File: src/rtl/dffn_pipe_bank.sv
// Falling-edge capture pipeline bank: DEPTH stages of WIDTH-bit data plus a valid
// tag per stage, async init to INIT_VAL, stall, flush and a full scan chain.
module dffn_pipe_bank #(
  parameter int                 WIDTH    = 8,
  parameter int                 DEPTH    = 2,
  parameter logic [WIDTH-1:0]   INIT_VAL = {WIDTH{1'b1}}
) (
  input  logic             CLKN,
  input  logic             SETN,
  input  logic             EN,
  input  logic             FLUSH,
  input  logic [WIDTH-1:0] D,
  input  logic             VLD_IN,
  input  logic             SE,
  input  logic             SI,
  output logic [WIDTH-1:0] Q,
  output logic             VLD_OUT,
  output logic             SO
);

  localparam int STRIDE = WIDTH + 1;
  localparam int L      = DEPTH * STRIDE;

  logic [WIDTH-1:0] d_q [DEPTH];
  logic [WIDTH-1:0] d_d [DEPTH];
  logic [DEPTH-1:0] v_q;
  logic [DEPTH-1:0] v_d;
  logic [L-1:0]     chain_cur;
  logic [L-1:0]     chain_shf;

  // Chain bit k: stage i occupies k = i*STRIDE (valid) then i*STRIDE+1+j (data bit j);
  // a shift moves every bit from k to k+1, SI enters at k=0, SO is bit L-1.
  always_comb begin
    chain_cur = '0;
    for (int i = 0; i < DEPTH; i++) begin
      chain_cur[i*STRIDE] = v_q[i];
      for (int j = 0; j < WIDTH; j++) begin
        chain_cur[i*STRIDE+1+j] = d_q[i][j];
      end
    end
    chain_shf = {chain_cur[L-2:0], SI};

    v_d = v_q;
    for (int i = 0; i < DEPTH; i++) begin
      d_d[i] = d_q[i];
    end

    if (SE) begin
      for (int i = 0; i < DEPTH; i++) begin
        v_d[i] = chain_shf[i*STRIDE];
        for (int j = 0; j < WIDTH; j++) begin
          d_d[i][j] = chain_shf[i*STRIDE+1+j];
        end
      end
    end else if (FLUSH) begin
      v_d = '0;
    end else if (EN) begin
      d_d[0] = D;
      v_d[0] = VLD_IN;
      for (int i = 1; i < DEPTH; i++) begin
        d_d[i] = d_q[i-1];
        v_d[i] = v_q[i-1];
      end
    end
  end

  always_ff @(negedge CLKN or negedge SETN) begin
    if (!SETN) begin
      for (int i = 0; i < DEPTH; i++) begin
        d_q[i] <= INIT_VAL;
      end
      v_q <= '0;
    end else begin
      for (int i = 0; i < DEPTH; i++) begin
        d_q[i] <= d_d[i];
      end
      v_q <= v_d;
    end
  end

  assign Q       = d_q[DEPTH-1];
  assign VLD_OUT = v_q[DEPTH-1];
  assign SO      = d_q[DEPTH-1][WIDTH-1];

endmodule

File: config.mk
export PLATFORM = sky130hd
export DESIGN_NAME = dffn_pipe_bank
export DESIGN_NICKNAME = d
export VERILOG_FILES = /design/src/rtl/dffn_pipe_bank.sv
export SDC_FILE = /design/constraint.sdc
export NUM_CORES = 1
export LEC_CHECK = 0
export BUFFER_PORTS_ARGS = -buffer_cell sky130_fd_sc_hd__buf_2
export CORE_ASPECT_RATIO = 0.8
export CORE_UTILIZATION = 45
export CTS_CLUSTER_SIZE = 14
export DETAILED_ROUTE_END_ITERATION = 10
export PLACE_DENSITY_LB_ADDON = 0.15
export SYNTH_ARGS = -nofsm -noshare
export SYNTH_HDL_FRONTEND = slang
export SYNTH_SLANG_ARGS = --single-unit
export TNS_END_PERCENT = 50
File: constraint.sdc
create_clock -name CLKN -period 1.4 [get_ports CLKN]
set_clock_uncertainty 0.15 [all_clocks]
set_input_delay 0.14 -clock CLKN [delete_from_list [all_inputs] [get_ports CLKN]]
set_output_delay 0.14 -clock CLKN [all_outputs]
set_load 0.05 [all_outputs]
* Word-level counts from Yosys, hierarchy flattened
Index checks and enable logic that the tools add are counted. Widths: inputs -> output; s select.
Operators by class: eq/ne operators 1, muxes and demuxes 6, reduce and logical (&&, ||, !) cells 3
Operators by type and width (count):
- $mux 16 | 3
- $mux 2 | 3
- $reduce_bool 3->1 | 1
- $ne 2x1->1 const B | 1
- $reduce_and 2->1 | 1
- $reduce_bool 2->1 | 1
Storage, ports and cells: bits in registers 18, output and inout port bits 10

* Logic depth before layout (Yosys ltp)
word-level depth 3, mapped depth 5, mapped depth without buffers 2

==> results.toml <==
[run_status]
status = "complete, but fails checks"
violations = "design-rule violations, negative setup slack"

[power_and_ir_drop]
power_mw = 1.84
p_sw_share_pct = 37.2
p_sw_mw = 0.684
internal-power_mw = 1.15
power_frac_seq_pct = 39.7
ir_drop_uv = 516
p_clk_share_pct = 25.3
p_comb_share_pct = 35.0
power.leakage_nw = 0.743
cellPowerDensity_nw_per_um2 = 1230

[sta]
setup_tns_ns = -6.36
report.final.slew_viol_count = 0
rsz0062_at_grt = "yes"
relSlewSlack_pct = 80.1
tightest_slew_ns = 0.295
setup_viol = 10
layout_setup_ws_ns = -0.685
finalHoldViolations = 0

[routing]
via_per_inst = 5.63
dr.pass1.iters = 7
ant_nets = 0
drtIter0Drc = 8
drcViolationCount = 1
wire_per_inst_um = 14.9
finalWirelength_um = 2350
detailroute.via_count = 890

[place]
place_inst = 137
io_buffers = 24
place_area_um2 = 1270
dp.final_hpwl_um = 1390
place.gp.congestion = 0.724
pre_cts_slack_ns = -0.747

[flow_run]
maxCapViolations = 0

[cells_and_area]
nets = 149
antennaDiodeCount = 0
final_area_um2 = 1500
area_growth_pct = 32.7
final_cell_count_no_fill = 158
drive_above_1_share_pct = 53.4

[synthesis]
synth_edf_count = 0
synthArstFlopShare_pct = 100
netlist.area_leader.share_pct = 37.3
synth.largest_area_cell = "dfstp_2"
synth-main-ff-cell = "dfstp_2"
synth.yosys.seq_area_share_pct = 41.7
syn_inst = 92
ys_seq_elements = 18
ys_warn_count = 0
synth_area_per_cell_um2 = 12.3
ys_types = 16
synth_fp_nets = 107
ys_top_cells_by_area = "dfstp_2, a221o_1, and4bb_2, buf_4, and4bb_1"
netlist_area_um2 = 1130

[global_route]
antenna_found_initial = 0
grt_start_max_net_pins = 44
grt_pass1_wl_um = 4080
grt_pass1_vias = 867
grt-ovfl-total = 0
grt_use_total_pct = 20.7

[floorplan]
chipWidth_um = 58.0
initial_core_util_pct = 50.1
core_um2 = 2250
die-area_um2 = 2710
rows = 15
die_h_um = 46.8
io_pins = 25

[cts]
path_clk_slew_ns = 0.08
cts_tree = "yes"
root_buffer = "clkbuf_4"
cts_max_level = 1
hold_buffers = 0
cts_inserted_buffers = 3
clock_sinks = 18
clk_latency_ns = 0.37
clock_path_buffers = 2

[worst_setup_path]
worstPathRequired_ns = 1.11
critical_path.max_stage_delay_ns = 0.56
ff2ff_setup_slack_ns = 0.21
critPathTopFamily = "flip-flops"
worstPathArrival_ns = 1.80
path_class = "reg2out"
crit_slowest_cell = "dfstp_2"
crit_fanout = 2
cp-start-kind = "register"
r2r_end = "Q[0]"
path_buf_inv = 1
reg2reg_depth = 3
worstPathCellList = "buf_8"
endpoint_kind = "output port"
r2r-start = "Q[0]"

[worst_hold_path]
hold_path.class = "in2async"
cells by family after synthesis:
| group | Yosys count | share of synthesized area (%) |
|---|---|---|
| buffers and inverters | 19 | 12.4 |
| flip-flops | 18 | 41.7 |
| AND/OR/NAND/NOR | 35 | 28.5 |
| AO/OA/AOI/OAI | 18 | 15.5 |
| multiplexers | 2 | 1.78 |
area by class of cell:
cell class / count / area (um^2)
timing repair buffer: 39 / 369
clock buffer: 3 / 22.5
tap: 25 / 31.3
fill: 168 / 756
sequential: 18 / 470
multi-input combinational: 56 / 538
clock inverter: 17 / 65.1
per-layer routing:
layer	track usage, %	vias up	part of all wire (%)
met2	31.0	18	48
met4	10.5	0	1.1
li1	-	432	-
met3	6.34	5	3.6
met1	27.6	435	47
met5	0	-	0
worst max-delay path by stage:
| stage | from | slack (ns) | end | cells past startpoint |
|---|---|---|---|---|
| floorplan | Q[7] | -0.47 | Q[7] | 1 |
| global placement | SE | -0.72 | chain_cur[1] | 4 |
| finish | Q[0] | -0.69 | Q[0] | 1 |
| CTS | Q[0] | -0.70 | Q[0] | 1 |
| global route | Q[0] | -0.73 | Q[0] | 1 |
| detailed placement | SE | -0.75 | chain_cur[1] | 4 |
per-stage QoR:
| stage | hold slack [ns] | utilization [%] |
|---|---|---|
| floorplan | 0.286 | - |
| global placement | 0.417 | 56.3 |
| detailed placement | 0.418 | 56.3 |
| CTS | 0.184 | 65.3 |
| global route | 0.182 | 66.4 |
| finish | 0.185 | 66.4 |
cells in the mapped netlist (2+ instances only):
| cell | n |
|---|---|
| and4bb_1 | 5 |
| dfstp_2 | 16 |
| dfrtn_1 | 2 |
| a221o_1 | 16 |
| mux2i_1 | 2 |
| buf_6 | 3 |
| nor2b_1 | 8 |
| o31ai_1 | 2 |
| nand2_1 | 2 |
| and4bb_2 | 10 |
| buf_4 | 11 |
| buf_2 | 4 |
| and2b_1 | 8 |
power by group through the flow:
stage | sequential (mW) | combinational, mW | clock, mW
floorplan | 0.739 | 0.409 | 0.0744
global placement | 0.709 | 0.528 | 0.0744
detailed placement | 0.712 | 0.532 | 0.0744
CTS | 0.724 | 0.624 | 0.481
global route | 0.742 | 0.681 | 0.547
finish | 0.731 | 0.642 | 0.465
registers in the layout, indices dropped and copies added, names as in the netlist:
register,count
Q,8
chain_cur,8
v_q,2
worst reg2reg max path: cells and delay by family, from the launching register on:
| family | cells | cell delay, ns |
|---|---|---|
| flops | 1 | 0.38 |
| simple gates | 1 | 0.14 |
| compound gates | 1 | 0.31 |
| buf+inv | 1 | 0.13 |
placed cells by master, fill, tap and decap left out:
cell	Yosys	layout
mux2i_1	2	2
a221o_1	16	16
buf_6	3	3
dfrtn_1	2	2
buf_12	0	2
nand2_1	2	2
buf_8	0	9
nand2b_4	0	2
nor4bb_1	1	1
o31ai_1	2	2
and4bb_1	5	5
clkinv_2	0	1
buf_2	4	11
dfstp_2	16	16
and4bb_2	10	10
buf_4	11	14
nor2b_1	8	8
inv_1	1	16
and2b_1	8	8
clkbuf_4	0	3
timing repair:
item                                    4_1_cts  5_1_grt
gates cloned                                  1        0
gates resized for setup                      31        7
endpoints found under the setup margin       28       19
setup buffers                                 1        0
Note: power is estimated with default switching activity, not from simulation.
